## src/rtl/peripheral_msi_ahb3_pkg.sv

```systemverilog
`default_nettype none
// ============================================================================
//  Module   : peripheral_msi_ahb3_pkg
//  Brief    : Shared AHB3-Lite encodings and arbitration helper functions for
//             the MSI interconnect slave-port arbiter.
//  Revision : 1.0 - initial release
// ============================================================================
package peripheral_msi_ahb3_pkg;

  typedef logic [1:0] htrans_t;
  typedef logic [2:0] hburst_t;
  typedef logic [2:0] hsize_t;

  // HTRANS encodings
  localparam htrans_t c_HTRANS_IDLE   = 2'b00;
  localparam htrans_t c_HTRANS_BUSY   = 2'b01;
  localparam htrans_t c_HTRANS_NONSEQ = 2'b10;
  localparam htrans_t c_HTRANS_SEQ    = 2'b11;

  // HBURST encodings
  localparam hburst_t c_HBURST_SINGLE = 3'b000;
  localparam hburst_t c_HBURST_INCR   = 3'b001;
  localparam hburst_t c_HBURST_WRAP4  = 3'b010;
  localparam hburst_t c_HBURST_INCR4  = 3'b011;
  localparam hburst_t c_HBURST_WRAP8  = 3'b100;
  localparam hburst_t c_HBURST_INCR8  = 3'b101;
  localparam hburst_t c_HBURST_WRAP16 = 3'b110;
  localparam hburst_t c_HBURST_INCR16 = 3'b111;

  // HSIZE encodings
  localparam hsize_t c_HSIZE_BYTE  = 3'b000;
  localparam hsize_t c_HSIZE_HWORD = 3'b001;
  localparam hsize_t c_HSIZE_WORD  = 3'b010;
  localparam hsize_t c_HSIZE_DWORD = 3'b011;

  // Index of the highest set bit of a one-hot vector (0 when empty).
  function automatic int onehot2int(input logic [31:0] oh);
    int res;
    res = 0;
    for (int i = 0; i < 32; i++) begin
      if (oh[i[4:0]]) res = i;
    end
    return res;
  endfunction

  // First candidate after 'last', wrapping modulo n (n <= 32).
  // Returns -1 when there is no candidate. Iterating from the far end down
  // lets the nearest candidate overwrite the result last.
  function automatic int rr_next(input logic [31:0] cand, input int last, input int n);
    int res;
    int idx;
    res = -1;
    for (int i = 32; i >= 1; i--) begin
      if (i <= n) begin
        idx = last + i;
        if (idx >= n) idx = idx - n;
        if (cand[idx[4:0]]) res = idx;
      end
    end
    return res;
  endfunction

endpackage
`default_nettype wire

```

## src/rtl/peripheral_msi_arb_rr_ahb3.sv

```systemverilog
`default_nettype none
// ============================================================================
//  Module   : peripheral_msi_arb_rr_ahb3
//  Brief    : Round-robin selector for one priority level: picks the first
//             candidate after the level's last-granted index, wrapping.
//  Revision : 1.0 - initial release
// ============================================================================
module peripheral_msi_arb_rr_ahb3
  import peripheral_msi_ahb3_pkg::*;
#(
  parameter int MASTERS = 5,
  parameter int IDXW    = $clog2(MASTERS)
) (
  input  logic [MASTERS-1:0] cand,
  input  logic [IDXW-1:0]    last_idx,
  output logic [IDXW-1:0]    next_idx,
  output logic               next_valid
);

  logic [31:0] w_cand32;
  int          w_res;

  // Search the candidate set starting just after the last winner
  always_comb begin
    w_cand32   = 32'(cand);
    w_res      = rr_next(w_cand32, int'(last_idx), MASTERS);
    next_valid = (w_res >= 0);
    next_idx   = next_valid ? IDXW'(w_res) : last_idx;
  end

endmodule
`default_nettype wire

```

## src/rtl/peripheral_msi_slave_port_arb_ahb3.sv

```systemverilog
`default_nettype none
// ============================================================================
//  Module   : peripheral_msi_slave_port_arb_ahb3
//  Brief    : AHB3-Lite slave-port arbiter. Multiplexes MASTERS master ports
//             onto one slave with priority + per-level round-robin, lock and
//             burst hold, SEQ->NONSEQ fix-up and data-phase owner tracking.
//  Options  : define MSI_ARB_STARVE_EN to enable starvation aging.
//  Revision : 1.0 - initial release
// ============================================================================
module peripheral_msi_slave_port_arb_ahb3
  import peripheral_msi_ahb3_pkg::*;
#(
  parameter int PLEN         = 64,
  parameter int XLEN         = 64,
  parameter int MASTERS      = 5,
  parameter int PRIO_BITS    = 3,
  parameter int BURST_HOLD   = 1,
  parameter int STARVE_LIMIT = 15
) (
  input  logic                                HCLK,
  input  logic                                HRESETn,

  input  logic [MASTERS-1:0][PRIO_BITS-1:0]   mstpriority,
  input  logic [MASTERS-1:0]                  mstHSEL,
  input  logic [MASTERS-1:0][PLEN-1:0]        mstHADDR,
  input  logic [MASTERS-1:0][XLEN-1:0]        mstHWDATA,
  input  logic [MASTERS-1:0]                  mstHWRITE,
  input  logic [MASTERS-1:0][2:0]             mstHSIZE,
  input  logic [MASTERS-1:0][2:0]             mstHBURST,
  input  logic [MASTERS-1:0][3:0]             mstHPROT,
  input  logic [MASTERS-1:0][1:0]             mstHTRANS,
  input  logic [MASTERS-1:0]                  mstHMASTLOCK,
  input  logic [MASTERS-1:0]                  mstHREADY,
  output logic [XLEN-1:0]                     mstHRDATA,
  output logic [MASTERS-1:0]                  mstHREADYOUT,
  output logic [MASTERS-1:0]                  mstHRESP,

  output logic                                slv_HSEL,
  output logic [PLEN-1:0]                     slv_HADDR,
  output logic [XLEN-1:0]                     slv_HWDATA,
  output logic                                slv_HWRITE,
  output logic [2:0]                          slv_HSIZE,
  output logic [2:0]                          slv_HBURST,
  output logic [3:0]                          slv_HPROT,
  output logic [1:0]                          slv_HTRANS,
  output logic                                slv_HMASTLOCK,
  output logic                                slv_HREADYOUT,
  input  logic [XLEN-1:0]                     slv_HRDATA,
  input  logic                                slv_HREADY,
  input  logic                                slv_HRESP,

  input  logic [MASTERS-1:0]                  can_switch,
  output logic [MASTERS-1:0]                  granted_master,
  output logic                                arb_locked
);

  localparam int IDXW = $clog2(MASTERS);
  localparam int NLVL = 2 ** PRIO_BITS;
  localparam logic [IDXW-1:0]    c_LAST_RST = IDXW'(MASTERS - 1);
  localparam logic [MASTERS-1:0] c_ONE      = MASTERS'(1);

  // Elaboration-time parameter sanity checks
  if ((MASTERS < 2) || (MASTERS > 32)) begin : g_bad_masters
    $error("MASTERS must be in 2..32");
  end
  if (STARVE_LIMIT < 1) begin : g_bad_starve
    $error("STARVE_LIMIT must be at least 1");
  end

  logic [MASTERS-1:0]                w_req;
  logic [MASTERS-1:0][PRIO_BITS-1:0] w_eff;
  logic [PRIO_BITS-1:0]              w_level;
  logic [MASTERS-1:0]                w_cand;
  logic [IDXW-1:0]                   w_rr_next;
  logic                              w_rr_valid;
  logic                              w_legal;
  logic                              w_arb_point;
  logic                              w_switch;

  logic [IDXW-1:0]                   r_gidx;
  logic [MASTERS-1:0]                r_granted;
  logic [NLVL-1:0][IDXW-1:0]         r_last;
  logic                              r_first_beat;
  logic [IDXW-1:0]                   r_downer;
  logic                              r_dvalid;

  // A master requests whenever it is selected with NONSEQ or SEQ
  always_comb begin
    for (int m = 0; m < MASTERS; m++) begin
      w_req[m] = mstHSEL[m] & mstHTRANS[m][1];
    end
  end

`ifdef MSI_ARB_STARVE_EN
  localparam int                 c_CNTW  = $clog2(STARVE_LIMIT + 1);
  localparam logic [c_CNTW-1:0]  c_LIMIT = c_CNTW'(STARVE_LIMIT);

  for (genvar m = 0; m < MASTERS; m++) begin : g_starve
    logic [c_CNTW-1:0] r_wait;

    // Count cycles spent requesting without the grant, saturating at the limit
    always_ff @(posedge HCLK or negedge HRESETn) begin
      if (!HRESETn) begin
        r_wait <= '0;
      end else if (w_req[m] && (r_gidx != IDXW'(m))) begin
        if (r_wait != c_LIMIT) r_wait <= r_wait + 1'b1;
      end else begin
        r_wait <= '0;
      end
    end

    assign w_eff[m] = (r_wait == c_LIMIT) ? {PRIO_BITS{1'b1}} : mstpriority[m];
  end
`else
  assign w_eff = mstpriority;
`endif

  // Highest effective priority among requesters, then its candidate set
  always_comb begin
    w_level = '0;
    for (int m = 0; m < MASTERS; m++) begin
      if (w_req[m] && (w_eff[m] > w_level)) w_level = w_eff[m];
    end
    for (int m = 0; m < MASTERS; m++) begin
      w_cand[m] = w_req[m] & (w_eff[m] == w_level);
    end
  end

  peripheral_msi_arb_rr_ahb3 #(
    .MASTERS (MASTERS),
    .IDXW    (IDXW)
  ) u_rr (
    .cand       (w_cand),
    .last_idx   (r_last[w_level]),
    .next_idx   (w_rr_next),
    .next_valid (w_rr_valid)
  );

  // Lock / burst hold freeze the grant on the current address-phase owner
  always_comb begin
    arb_locked = mstHMASTLOCK[r_gidx] |
                 ((BURST_HOLD != 0) && (mstHTRANS[r_gidx] == c_HTRANS_SEQ));
    w_legal     = slv_HREADY & ~slv_HRESP & ~arb_locked &
                  (can_switch[r_gidx] | ~w_req[r_gidx]);
    w_arb_point = w_legal & w_rr_valid;
    w_switch    = w_arb_point & (w_rr_next != r_gidx);
  end

  // Grant, round-robin history and first-beat flag. The level pointer moves
  // at every arbitration point even when the winner is the current owner;
  // otherwise an owner re-selected from a stale pointer would never yield.
  always_ff @(posedge HCLK or negedge HRESETn) begin
    if (!HRESETn) begin
      r_gidx       <= '0;
      r_granted    <= c_ONE;
      r_last       <= {NLVL{c_LAST_RST}};
      r_first_beat <= 1'b0;
    end else begin
      if (w_arb_point) r_last[w_level] <= w_rr_next;
      if (w_switch) begin
        r_gidx    <= w_rr_next;
        r_granted <= c_ONE << w_rr_next;
      end
      if (w_switch)        r_first_beat <= 1'b1;
      else if (slv_HREADY) r_first_beat <= 1'b0;
    end
  end

  // Data-phase owner follows the address phase each time the slave is ready
  always_ff @(posedge HCLK or negedge HRESETn) begin
    if (!HRESETn) begin
      r_downer <= '0;
      r_dvalid <= 1'b0;
    end else if (slv_HREADY) begin
      r_downer <= r_gidx;
      r_dvalid <= slv_HSEL & slv_HTRANS[1];
    end
  end

  // Address-phase mux to the slave, with SEQ demoted on a fresh grant
  always_comb begin
    slv_HSEL      = mstHSEL[r_gidx];
    slv_HADDR     = mstHADDR[r_gidx];
    slv_HWRITE    = mstHWRITE[r_gidx];
    slv_HSIZE     = mstHSIZE[r_gidx];
    slv_HBURST    = mstHBURST[r_gidx];
    slv_HPROT     = mstHPROT[r_gidx];
    slv_HMASTLOCK = mstHMASTLOCK[r_gidx];
    slv_HREADYOUT = mstHREADY[r_gidx];
    slv_HWDATA    = mstHWDATA[r_downer];
    slv_HTRANS    = mstHTRANS[r_gidx];
    if (r_first_beat && (mstHTRANS[r_gidx] == c_HTRANS_SEQ)) begin
      slv_HTRANS = c_HTRANS_NONSEQ;
    end
  end

  // Per-master responses: owner sees the slave, losers are stalled
  always_comb begin
    mstHRDATA      = slv_HRDATA;
    granted_master = r_granted;
    for (int m = 0; m < MASTERS; m++) begin
      mstHREADYOUT[m] = ((r_dvalid && (r_downer == IDXW'(m))) ? slv_HREADY : 1'b1) &
                        ~(w_req[m] & (r_gidx != IDXW'(m)));
      mstHRESP[m]     = r_dvalid & (r_downer == IDXW'(m)) & slv_HRESP;
    end
  end

endmodule
`default_nettype wire

```

## config.mk

```make
export PLATFORM = sky130hd
export DESIGN_NAME = peripheral_msi_slave_port_arb_ahb3
export DESIGN_NICKNAME = d
export VERILOG_FILES = /design/src/rtl/peripheral_msi_ahb3_pkg.sv /design/src/rtl/peripheral_msi_arb_rr_ahb3.sv /design/src/rtl/peripheral_msi_slave_port_arb_ahb3.sv
export SDC_FILE = /design/constraint.sdc
export NUM_CORES = 1
export LEC_CHECK = 0
export ABC_AREA = 1
export BUFFER_PORTS_ARGS = -buffer_cell sky130_fd_sc_hd__clkbuf_2
export CAP_MARGIN = 0
export CORE_AREA = 2 2 405 407
export CTS_CLUSTER_SIZE = 10
export DETAILED_ROUTE_END_ITERATION = 10
export DIE_AREA = 0 0 407 409
export REMOVE_ABC_BUFFERS = 1
export SLEW_MARGIN = 40
export SYNTH_ARGS = -nofsm -noshare
export SYNTH_HDL_FRONTEND = slang
export SYNTH_SLANG_ARGS = --single-unit
```

## constraint.sdc

```tcl
create_clock -name HCLK -period 4.05 [get_ports HCLK]
set_clock_uncertainty 0.2 [all_clocks]
set_input_delay 0.2025 -clock HCLK [delete_from_list [all_inputs] [get_ports HCLK]]
set_output_delay 0.2025 -clock HCLK [all_outputs]
set_load 0.02 [all_outputs]
```

# --- After elaboration in Yosys (flattened, before gate mapping) ---
# Cells that the tools add are included.
totals:
  regBits: 37
  in_bits: 808
  out_inout_bits: 224
  word_cells: 183
op_classes:
  n_addsub: 10
  order_cmp: 20
  eq_ne: 15
  shifts: 1
  n_mux: 63
  n_bitwise: 46
  n_reduce_logical: 15
ops:
  columns: ["op", "n"]
  rows:
  - ["64-bit binary-select mux with 3-bit select", 2]
  - ["32-bit 2-to-1 mux", 10]
  - ["32-bit by 4-bit >= comparator with 1-bit output (second input constant)", 5]
  - ["32-bit by 4-bit subtractor with 32-bit output (second input constant)", 5]
  - ["64-bit 2-to-1 mux", 2]
  - ["1-bit AND", 36]
  - ["32-bit by 1-bit >= comparator with 1-bit output (second input constant)", 1]
  - ["5-bit by 6-bit less-than comparator with 1-bit output (second input constant)", 5]
  - ["3-bit 2-to-1 mux", 10]
  - ["3-bit binary-select mux with 3-bit select", 3]
  - ["1-bit binary-select mux with 5-bit select", 5]
  - ["24-bit bitwise mux", 1]
  - ["1-bit binary-select mux with 3-bit select", 6]
  - ["1-bit 2-to-1 mux", 18]
  - ["3-bit equality test", 5]
  - ["4-bit binary-select mux with 3-bit select", 1]
  - ["3-bit > comparator", 4]
  - ["1-bit logical AND", 12]
  - ["3-bit by 4-bit less-than comparator with 1-bit output (second input constant)", 3]
  - ["3-bit demux with 3-bit select", 1]
  - ["3-bit by 2-bit adder with 4-bit output (second input constant)", 2]
  - ["3-bit by 3-bit adder with 4-bit output (second input constant)", 2]
  - ["1-bit inverter", 8]
  - ["2-bit binary-select mux with 3-bit select", 1]
  - ["other kinds (18)", 22]

# --- Depth between registers and ports, before layout ---
# Gate-level depths: netlist (run 1).
logic_depth:
  depth_word: 32
  depth_mapped: 68

# --- By module ---
# From an unflattened synthesis (run 1), not the netlist that was laid out.
unflattened:
  hier_cells: 1690
  hier_area_um2: 9381.5
modules_own_cells:
  columns: ["module", "instances", "cells_per_inst", "area_per_inst_um2"]
  rows:
  - ["peripheral_msi_slave_port_arb_ahb3", 1, 1449, 8060.2]
  - ["peripheral_msi_arb_rr_ahb3", 1, 241, 1321.3]

# --- Worst setup path after synthesis (run 1) ---
# No wires, ideal clock.
synth_timing:
  path_type: "input to register"
  start: "input mstHSEL[0]"
  end: "register r_last[0] (netlist name)"
  t_arrival_ns: 7.821
  slack_ns: -4.090
  cell_stages: 52
  path_cell_list: "nand2_1 nor2_2 inv_1 ha_1 a21oi_1 nand2_2 nand2_4 o21ai_0 ha_1 nor2_1 or2_2 nand3_2 nand3_2 nand2_2 nand2_1 o21ai_2 ha_1 or2_2 (+16 left out) nand2_2 inv_1 ha_1 inv_1 fa_1 a21oi_1 inv_1 xor2_1 nand3_1 o21ai_2 nand2_2 a21oi_1 a21oi_2 a21oi_4 nand2_4 nor4_4 nand2_1 o21a_1"
synth_via:
  elab_chain_cells: 30
  elab_cells_between_ends: 76
  cone_classes: "10 x add/sub; 12 x order compare; 5 x eq/ne; 33 x mux; 10 x bitwise; 6 x reduce/logical"
synth_rtl:
  columns: ["element", "line_no", "text"]
  rows:
  - ["start: declaration", "peripheral_msi_slave_port_arb_ahb3.sv:24", "input logic [MASTERS-1:0] mstHSEL,"]
  - ["1-bit AND (*)", "peripheral_msi_slave_port_arb_ahb3.sv:90", "w_req[m] = mstHSEL[m] & mstHTRANS[m][1];"]
  - ["1-bit logical AND", "peripheral_msi_slave_port_arb_ahb3.sv:122", "if (w_req[m] && (w_eff[m] > w_level)) w_level = w_eff[m];"]
  - ["3-bit 2-to-1 mux", "peripheral_msi_slave_port_arb_ahb3.sv:122", null]
  - ["3-bit > comparator", "peripheral_msi_slave_port_arb_ahb3.sv:122", null]
  - ["1-bit logical AND", "peripheral_msi_slave_port_arb_ahb3.sv:122", null]
  - ["3-bit 2-to-1 mux", "peripheral_msi_slave_port_arb_ahb3.sv:122", null]
  - ["3-bit > comparator", "peripheral_msi_slave_port_arb_ahb3.sv:122", null]
  - ["1-bit logical AND", "peripheral_msi_slave_port_arb_ahb3.sv:122", null]
  - ["(+10 left out)", null, null]
  - ["32-bit by 4-bit subtractor with 32-bit output or 32-bit by 4-bit >= comparator with 1-bit output (tied branches)", "peripheral_msi_ahb3_pkg.sv:56", "if (idx >= n) idx = idx - n;"]
  - ["32-bit 2-to-1 mux", "peripheral_msi_ahb3_pkg.sv:56", null]
  - ["1-bit binary-select mux with 5-bit select", "peripheral_msi_ahb3_pkg.sv:57", "if (cand[idx[4:0]]) res = idx;"]
  - ["1-bit 2-to-1 mux (not written as such)", "peripheral_msi_ahb3_pkg.sv:57", null]
  - ["32-bit 2-to-1 mux (5 in a row)", "peripheral_msi_ahb3_pkg.sv:57", null]
  - ["32-bit by 1-bit >= comparator with 1-bit output", "peripheral_msi_arb_rr_ahb3.sv:27", "next_valid = (w_res >= 0);"]
  - ["3-bit 2-to-1 mux", "peripheral_msi_arb_rr_ahb3.sv:28", "next_idx = next_valid ? IDXW'(w_res) : last_idx;"]
  - ["24-bit bitwise mux", "peripheral_msi_slave_port_arb_ahb3.sv:159", "if (w_arb_point) r_last[w_level] <= w_rr_next;"]
  - ["end signal: assignment", "peripheral_msi_slave_port_arb_ahb3.sv:156", "r_last <= {NLVL{c_LAST_RST}};"]
  - ["end signal: indexed assignment", "peripheral_msi_slave_port_arb_ahb3.sv:159", null]
  - ["end: declaration", "peripheral_msi_slave_port_arb_ahb3.sv:82", "logic [NLVL-1:0][IDXW-1:0] r_last;"]
# Mark *: on every way between the ends. The rest lies on a longest branch, timed or not. The select of a mux whose other input is x is not followed.
# A chain may end at the register's enable or synchronous reset.

# --- Final worst setup path (run 1) ---
layout_timing:
  start: "input mstHTRANS[1] (netlist name)"
  end: "register r_gidx[2]"
layout_via:
  elab_chain_cells: 31
  elab_cells_between_ends: 78
  cone_classes: "10 x add/sub; 10 x order compare; 7 x eq/ne; 32 x mux; 14 x bitwise; 5 x reduce/logical"
layout_rtl:
  columns: ["element", "line_no", "text"]
  rows:
  - ["start: declaration", "peripheral_msi_slave_port_arb_ahb3.sv:31", "input logic [MASTERS-1:0][1:0] mstHTRANS,"]
  - ["1-bit AND", "peripheral_msi_slave_port_arb_ahb3.sv:90", null]
  - ["1-bit logical AND", "peripheral_msi_slave_port_arb_ahb3.sv:122", null]
  - ["3-bit 2-to-1 mux", "peripheral_msi_slave_port_arb_ahb3.sv:122", null]
  - ["3-bit > comparator", "peripheral_msi_slave_port_arb_ahb3.sv:122", null]
  - ["1-bit logical AND", "peripheral_msi_slave_port_arb_ahb3.sv:122", null]
  - ["3-bit 2-to-1 mux", "peripheral_msi_slave_port_arb_ahb3.sv:122", null]
  - ["3-bit > comparator", "peripheral_msi_slave_port_arb_ahb3.sv:122", null]
  - ["1-bit logical AND", "peripheral_msi_slave_port_arb_ahb3.sv:122", null]
  - ["(+11 left out)", null, null]
  - ["32-bit 2-to-1 mux", "peripheral_msi_ahb3_pkg.sv:56", null]
  - ["1-bit binary-select mux with 5-bit select", "peripheral_msi_ahb3_pkg.sv:57", null]
  - ["1-bit 2-to-1 mux (not written as such)", "peripheral_msi_ahb3_pkg.sv:57", null]
  - ["32-bit 2-to-1 mux (5 in a row)", "peripheral_msi_ahb3_pkg.sv:57", null]
  - ["32-bit by 1-bit >= comparator with 1-bit output", "peripheral_msi_arb_rr_ahb3.sv:27", null]
  - ["3-bit 2-to-1 mux", "peripheral_msi_arb_rr_ahb3.sv:28", null]
  - ["3-bit inequality test", "peripheral_msi_slave_port_arb_ahb3.sv:146", "w_switch = w_arb_point & (w_rr_next != r_gidx);"]
  - ["1-bit AND", "peripheral_msi_slave_port_arb_ahb3.sv:146", null]
  - ["end signal: assignment", "peripheral_msi_slave_port_arb_ahb3.sv:161", "r_gidx <= w_rr_next;"]
  - ["end: declaration", "peripheral_msi_slave_port_arb_ahb3.sv:80", "logic [IDXW-1:0] r_gidx;"]
# Several ways; a longest one is shown, not always the timed one. The select of a mux whose other input is x is not followed.

==> results of run 1 <==
## final cells by class
type / count / area [µm²]
multi-input combinational: 1383 / 8180
clock buffer: 5 / 125
clock inverter: 3 / 25.0
sequential: 37 / 941
fill: 19100 / 143000
timing repair buffer: 1149 / 6720
antenna: 25 / 62.6
inverter: 94 / 388
tap: 2175 / 2720
## power groups by stage
stage               Sequential (mW)  Clock (mW)  Combinational, mW
detailed placement            0.754           0               16.7
finish                        0.756       0.424               18.3
floorplan                     0.698           0               7.64
global route                  0.774       0.450               19.6
global placement              0.756           0               16.6
CTS                           0.752       0.428               18.2
## logic make-up (layout without fill, tap and decap cells)
group,Yosys count,in the layout,synth area share
DFF,37,37,0.0956
and+or+nand+nor,1042,1045,0.480
adders and majority gates,27,27,0.0352
xor gates and xnor gates,6,6,0.00536
muxes,1,1,0.00102
buffers and inverters,268,1251,0.134
other,0,25,0
AOI/OAI and AO/OA,304,304,0.249
## synth_stat cells (all sizes together), types with 3 or more instances
cell,count,share of area
xor2,6,0.0054
o21a,21,0.016
ha,26,0.033
nand2,822,0.33
a21oi,17,0.011
dfrtp,28,0.071
clkbuf,80,0.031
nor3,8,0.0051
a22o,77,0.069
o22ai,4,0.0026
buf,94,0.067
nand3b,4,0.0031
nor2,29,0.013
a31o,65,0.058
a41oi,65,0.058
nand4,85,0.055
nor4,9,0.018
or2,3,0.0019
inv,91,0.035
nand3,82,0.050
dfstp,9,0.024
clkinv,3,0.0011
o21ai,46,0.027
## layer usage
| layer | part of all wire | wire length [µm] | GRT usage | vias up |
|---|---|---|---|---|
| met5 | 0.0032 | 567 | 0.0167 | - |
| met1 | 0.25 | 45000 | 0.152 | 8065 |
| met4 | 0.029 | 5170 | 0.0420 | 28 |
| li1 | - | - | - | 7710 |
| met2 | 0.49 | 88000 | 0.370 | 1223 |
| met3 | 0.22 | 39200 | 0.200 | 252 |
## worst reg2reg max path, delay by kind of cell, from the launching register on
family                     cells  cell delay, ns
and+or+nand+nor               17            1.52
DFF                            1            0.40
adders and majority gates      2            0.50
AOI/OAI and AO/OA              6            0.88
buffers and inverters          3            0.29
## through the flow
stage | util | instance area (µm²) | setup slack [ns] | std cells | setup TNS, ns
2_1_floorplan | - | 8850 | -4.04 | 1511 | -440.67
3_3_place_gp | 0.110 | 17800 | -4.04 | 4786 | -131.43
3_5_place_dp | 0.110 | 17800 | -4.23 | 4786 | -137.12
4_1_cts | 0.117 | 18900 | -3.13 | 4839 | -100.93
5_1_grt | 0.118 | 19100 | -3.63 | 4856 | -117.35
6_report | 0.118 | 19200 | -3.19 | 4871 | -103.18
## worst paths after layout
kind | to | slack (ns) | from
worst max register to register | r_gidx[2] | 0.20 | r_last[3]
worst min register to register | r_last[10] | 0.30 | r_last[10]
worst max-delay path | r_gidx[2] | -3.19 | mstHTRANS[1]
worst min-delay path | r_downer[0] | 0.19 | slv_HREADY
max in group asynchronous | r_downer[2] | 2.83 | HRESETn
min in group asynchronous | r_last[10] | 0.37 | HRESETn
## state kept, by name, summed over array words and instances, names as in the netlist
name	flops
r_last	24
granted_master	5
r_downer	3
r_gidx	3
r_dvalid	1
r_first_beat	1
## cell usage in the layout, fill, tap and decap left out, types with 27 or more instances in the layout
master	netlist	layout
sky130_fd_sc_hd__nand4_1	84	84
sky130_fd_sc_hd__a41oi_1	65	65
sky130_fd_sc_hd__a22o_1	77	77
sky130_fd_sc_hd__nand2_1	776	749
sky130_fd_sc_hd__dfrtp_1	28	27
sky130_fd_sc_hd__a31o_2	65	65
sky130_fd_sc_hd__inv_1	75	58
sky130_fd_sc_hd__nand3_1	68	60
sky130_fd_sc_hd__buf_4	68	221
sky130_fd_sc_hd__clkbuf_2	0	891
sky130_fd_sc_hd__nand2_2	33	48
## what timing repair did
item | in CTS | in global routing
buffers inserted | 41 | 7
pin swaps | 56 | 30
hold buffers | 1 | 0
endpoints found under the hold margin | 28 | 0
resized for setup | 134 | 35
endpoints found under the setup margin | 33 | 33
gates cloned | 3 | 0
==> parameters.txt, run 1 <==
Parameter                              Value

Status
  Run status ... finished with violations
  Violations in the final reports ... setup timing

Power
  Tot Pwr ... 19.5 mW
  Power Dens Cells ... 1020 nW/µm²
  Share of total power consumed by net switching ... 0.644
  Proportion of power drawn by flip-flops and latches ... 0.039
  LEAKAGE ... 9.23 nW
  Power spent charging and discharging nets ... 12.6 mW
  Logic pwr share ... 0.940
  Clk pwr share ... 0.022
  IR Drop Worst-Case VDD ... 0.733 mV
  Power Internal ... 6.94 mW

Critical path
  Required arrival time at the worst endpoint ... 4.08 ns
  CP startpoint kind ... input port
  Largest incremental delay on the critical path ... 0.37 ns
  Critical Path End Type ... flip-flop
  Worst path top cell family by delay ... simple AND/OR/NAND/NOR gates
  Total buffers and inverters traversed by the critical path ... 8
  Most frequent cell on the critical path ... sky130_fd_sc_hd__nand2_4
  Reg2Reg Depth ... 28
  Startpoint-to-endpoint class of the critical path ... input port to flip-flop
  Highest-delay cell along the critical path ... sky130_fd_sc_hd__fa_2
  Data arrival time of the critical path ... 7.27 ns
  Stages on the worst setup path ... 61
  Largest fanout of any net on the critical path ... 7

Die
  Ports placed on the boundary ... 1032
  Die W ... 407 µm
  Height of the die ... 409 µm
  Starting Density ... 0.0605
  Number of cell rows ... 148
  Die area ... 166000 µm²
  Core Box Area ... 162000 µm²

Yosys
  Syn Inst Count ... 1685
  Register bit count reported by yosys ... 37
  Cell variety after synth ... 56
  Fraction of registers with async set or reset after synthesis ... 1.00
  Cell area after technology mapping ... 9800 µm²
  Top_reg_cell synth ... sky130_fd_sc_hd__dfrtp_1
  Portion of the post-synthesis area used by sequential elements ... 0.0956
  Yosys warning total ... 0
  Synth Area per Inst ... 5.82 µm²
  Post-synth EDFFs ... 0

Detailed routing
  1st-pass router iterations ... 8
  Total wire length after detailed routing ... 178000 µm
  DRC viols ... 0
  Number of routed nets with antenna violations ... 0
  Average wire per standard cell ... 36.5 µm
  Routed via count divided by cell count ... 3.55
  Total number of vias ... 17300
  Detailed router's first-iteration violation count ... 1281

Min path
  Hold Path Stages ... 2
  Worst hold-check path type ... input port to flip-flop

CTS
  Clock sink total ... 37
  Clk_lat worst skew ... 0.30 ns
  Clock buffer count from CTS ... 5
  TritonCTS clock tree ... done
  CTS clock-pin slew for the worst setup and hold paths ... 0.07 ns
  Max clock buf depth ... 2
  Root buffer cell ... sky130_fd_sc_hd__clkbuf_16
  Maximum level of the CTS H-tree ... 2

STA
  Total count of max-transition violations in the final report ... 0
  Final count of negative-setup-slack endpoints ... 33
  Setup slack after layout ... -3.19 ns
  Final Hold Fails ... 0
  Setup repair after global routing missed its margin ... yes
  Post-route minimum period ... 7.24 ns
  Timing-limited maximum frequency ... 138 MHz
  Worst slew margin ... 0.449
  Hold_ws ... 0.190 ns
  Portion of the clock cycle consumed by the worst path in the final layout ... 1.79
  Worst-margin pin slew ... 0.825 ns

Cells and area
  Layout cells sized above 1 ... 0.536
  Net count reported at finish ... 3505
  Layout Area Growth over Synthesis ... 95.6%

GRT
  Largest net degree at the start of global routing ... 76
  Aggregate global routing overflow ... 0
  Number of global-route vias before repair ... 16800
  Total Routing Usage GR ... 0.205
  First-pass GRT wire length ... 209000 µm
  Initial antenna violation count ... 96

Placed design
  Placer congestion estimate ... 0.989
  Buffers on Ports ... 903
  Detailed placer's ending HPWL ... 166000 µm

Job
  Max-cap check violation count ... 0
No activity file was read; power rests on OpenSTA's default activity.
==> inputs of run 2 (changes only) <==
==> constraint.sdc (replaced) <==
create_clock -name HCLK -period 7.75 [get_ports HCLK]
set_clock_uncertainty 0.2 [all_clocks]
set_input_delay 0.3875 -clock HCLK [delete_from_list [all_inputs] [get_ports HCLK]]
set_output_delay 0.3875 -clock HCLK [all_outputs]
set_load 0.02 [all_outputs]
==> run 2 against run 1 <==
The flow now finishes without violations. Via count fell by 1.3%. First-iteration DRC count grew 6.6%. Cell count fell by 1.1%. Register-to-register slack improved by 2.7 ns. Cell area shrank 3.4%. Die area unchanged. Sequential cell count is the same. Wire length up 0.46%. Largest power group unchanged.
==> parameters.txt, run 2 (synthesis results as in run 1) <==
Parameter                              Value

GRT
  Aggregate global routing overflow ... 0 (unchanged)
  Total Routing Usage GR ... 0.206 (+0.000620)
  Largest net degree at the start of global routing ... 131 (+72%)
  Met3 Track Usage GR ... 0.194 (-0.00634)
  Met1 Use GR ... 0.159 (+0.00756)
  First-pass GRT wire length ... 209000 µm (-0.29%)
  Layer carrying the most global-route usage ... met2
  Met2 routing resource usage after global routing ... 0.363 (-0.00660)
  Initial antenna violation count ... 127 (+32%)
  Number of global-route vias before repair ... 16500 (-1.8%)

Detailed routing
  Routed via count divided by cell count ... 3.54 (-0.25%)
  1st-pass router iterations ... 5 (-3)
  Total wire length after detailed routing ... 179000 µm (+0.46%)
  Total number of vias ... 17000 (-1.3%)
  DRC viols ... 0 (unchanged)
  Detailed router's first-iteration violation count ... 1365 (+6.6%)
  Number of routed nets with antenna violations ... 0 (unchanged)
  Average wire per standard cell ... 37.1 µm (+1.6%)

Power
  Power Dens Cells ... 527 nW/µm² (-48%)
  IR Drop Worst-Case VDD ... 0.389 mV (-47%)
  Share of total power consumed by net switching ... 0.661 (+0.0172)
  Power Internal ... 3.31 mW (-52%)
  Proportion of power drawn by flip-flops and latches ... 0.042 (+0.003)
  Clk pwr share ... 0.026 (+0.004)
  Power spent charging and discharging nets ... 6.46 mW (-49%)
  Logic pwr share ... 0.931 (-0.009)
  LEAKAGE ... 8.85 nW (-4.0%)

STA
  Worst-margin pin slew ... 0.855 ns (+0.0306 ns)
  Setup repair after global routing missed its margin ... yes
  Timing-limited maximum frequency ... 134 MHz
  Final count of negative-setup-slack endpoints ... 0 (-100%)
  Final Hold Fails ... 0 (unchanged)
  Setup slack after layout ... 0.287 ns (+3.48 ns)
  Total count of max-transition violations in the final report ... 0 (unchanged)
  Portion of the clock cycle consumed by the worst path in the final layout ... 0.963
  Post-route minimum period ... 7.46 ns
  Worst slew margin ... 0.430 (-0.0191)

Placed design
  Buffers on Ports ... 903 (unchanged)
  Pre-CTS setup slack ... -0.861 ns (+3.37 ns)
  Post-DP Area ... 17400 µm² (-2.7%)
  Detailed placer's ending HPWL ... 166000 µm (-0.42%)
  Placer congestion estimate ... 1.02 (+3.5%)
  Post-placement cell count ... 4738 (-1.0%)

Die
  Core Box Area ... 162000 µm² (unchanged)
  Ports placed on the boundary ... 1032 (unchanged)
  Starting Density ... 0.0605 (unchanged)
  Height of the die ... 409 µm (unchanged)
  Die W ... 407 µm (unchanged)
  Number of cell rows ... 148 (unchanged)
  Die area ... 166000 µm² (unchanged)

Critical path
  Highest-delay cell along the critical path ... sky130_fd_sc_hd__ha_4
  Reg2Reg Depth ... 14 (-50%)
  Startpoint-to-endpoint class of the critical path ... input port to flip-flop
  Critical Path End Type ... flip-flop
  Data arrival time of the critical path ... 7.51 ns (+0.24 ns)
  Largest fanout of any net on the critical path ... 7 (unchanged)
  Most frequent cell on the critical path ... sky130_fd_sc_hd__nand2_2
  Required arrival time at the worst endpoint ... 7.80 ns (+3.72 ns)
  Largest incremental delay on the critical path ... 0.29 ns (-0.08 ns)
  CP startpoint kind ... input port

Min path
  Hold Path Stages ... 2 (unchanged)
  Worst hold-check path type ... input port to flip-flop

CTS
  Clk_lat worst skew ... 0.32 ns (+0.02 ns)
  Max clock buf depth ... 2 (unchanged)
  Clock buffer count from CTS ... 5 (unchanged)
  Clock sink total ... 37 (unchanged)
  Maximum level of the CTS H-tree ... 2 (unchanged)
  TritonCTS clock tree ... done
  CTS clock-pin slew for the worst setup and hold paths ... 0.10 ns (+0.03 ns)
  Root buffer cell ... sky130_fd_sc_hd__clkbuf_16

Cells and area
  Final cell count without fillers ... 4818 (-1.1%)
  Most used cells in the layout excluding fill and tap cells ... 900 x sky130_fd_sc_hd__clkbuf_2, 753 x sky130_fd_sc_hd__nand2_1, 174 x sky130_fd_sc_hd__buf_4, 84 x sky130_fd_sc_hd__nand4_1, 77 x sky130_fd_sc_hd__a22o_1
  Most common cell after layout, fill and taps aside ... sky130_fd_sc_hd__clkbuf_2
  Largest register FFs ... 24 (unchanged)
  Final instance area ... 18500 µm² (-3.4%)
  Net count reported at finish ... 3450 (-1.6%)
  Layout Area Growth over Synthesis ... 88.9%
  Utilization after layout ... 0.114 (-0.00403)
  Most flops, register ... r_last
  Layout cells sized above 1 ... 0.524 (-0.0121)

Job
  Max-cap check violation count ... 0 (unchanged)

Status
  Run status ... finished, final reports clean
-- run 2: cell types whose count changed in the layout (fill, tap and decap cells not counted), moves of 3 or more --
cell / change
sky130_fd_sc_hd__buf_4: -47
sky130_fd_sc_hd__buf_12: -13
sky130_fd_sc_hd__clkbuf_2: +9
sky130_fd_sc_hd__nand2_4: -5
sky130_fd_sc_hd__buf_6: -4
sky130_fd_sc_hd__inv_6: -4
sky130_fd_sc_hd__nand2_1: +4
sky130_fd_sc_hd__clkinvlp_4: +3
sky130_fd_sc_hd__ha_4: -3
sky130_fd_sc_hd__o21ai_0: +3
-- run 2: power by group through the flow --
stage          clock [mW]  combinational (mW)  sequential [mW]
6_report            0.256                9.10            0.413
5_1_grt             0.272                9.76            0.424
4_1_cts             0.259                8.77            0.409
3_5_place_dp            0                8.46            0.412
3_3_place_gp            0                8.39            0.411
2_1_floorplan           0                3.99            0.365
-- run 2: metal layers --
layer | vias up | part of all wire
li1 | 7605 | -
met1 | 7901 | 0.26
met2 | 1216 | 0.48
met3 | 298 | 0.22
met4 | 28 | 0.034
met5 | - | 0.0031
-- run 2: cell type report --
cell class | count | area (µm²)
diodes | 27 | 67.6
clock buffers | 5 | 125
clock inverters | 3 | 22.5
fillers | 19000 | 144000
inverters | 94 | 377
multi-input cells | 1383 | 8160
flip-flops and latches | 37 | 942
well taps | 2175 | 2720
repair buffers | 1094 | 6100
-- run 2: path summary, 6_finish.rpt --
path,slack [ns],start,to
setup / recovery,0.29,mstHTRANS[1],r_gidx[2]
hold / removal,0.25,slv_HREADY,r_downer[0]
setup reg to reg,2.86,r_gidx[0],r_last[16]
hold reg to reg,0.32,r_last[21],r_last[21]
max in group asynchronous,6.26,HRESETn,r_downer[2]
min in group asynchronous,0.56,HRESETn,r_last[10]
-- run 2: repair_timing --
action                     in CTS  in global routing
hold endpoints to repair       28                  0
pin swaps                      18                 57
hold buffers                    1                  0
gates resized for setup        40                101
setup endpoints to repair      33                 33
gates cloned                    3                  0
buffers inserted               18                 22
-- run 2: worst max-delay path, delay by kind of cell --
family | cells | cell delay, ns
AO/OA/AOI/OAI | 10 | 1.15
AND/OR/NAND/NOR | 33 | 2.86
adder cells (fa/ha/maj) | 5 | 1.40
buffers and inverters | 15 | 1.69
-- run 2: through the flow --
step	power (mW)	setup TNS (ns)	hold WS (ns)
4_1_cts	9.44	0	0.239
3_5_place_dp	8.87	-26.26	0.270
5_1_grt	10.5	-4.73	0.267
2_1_floorplan	4.36	-16.02	-0.108
6_report	9.77	0	0.248
3_3_place_gp	8.80	-20.79	0.283
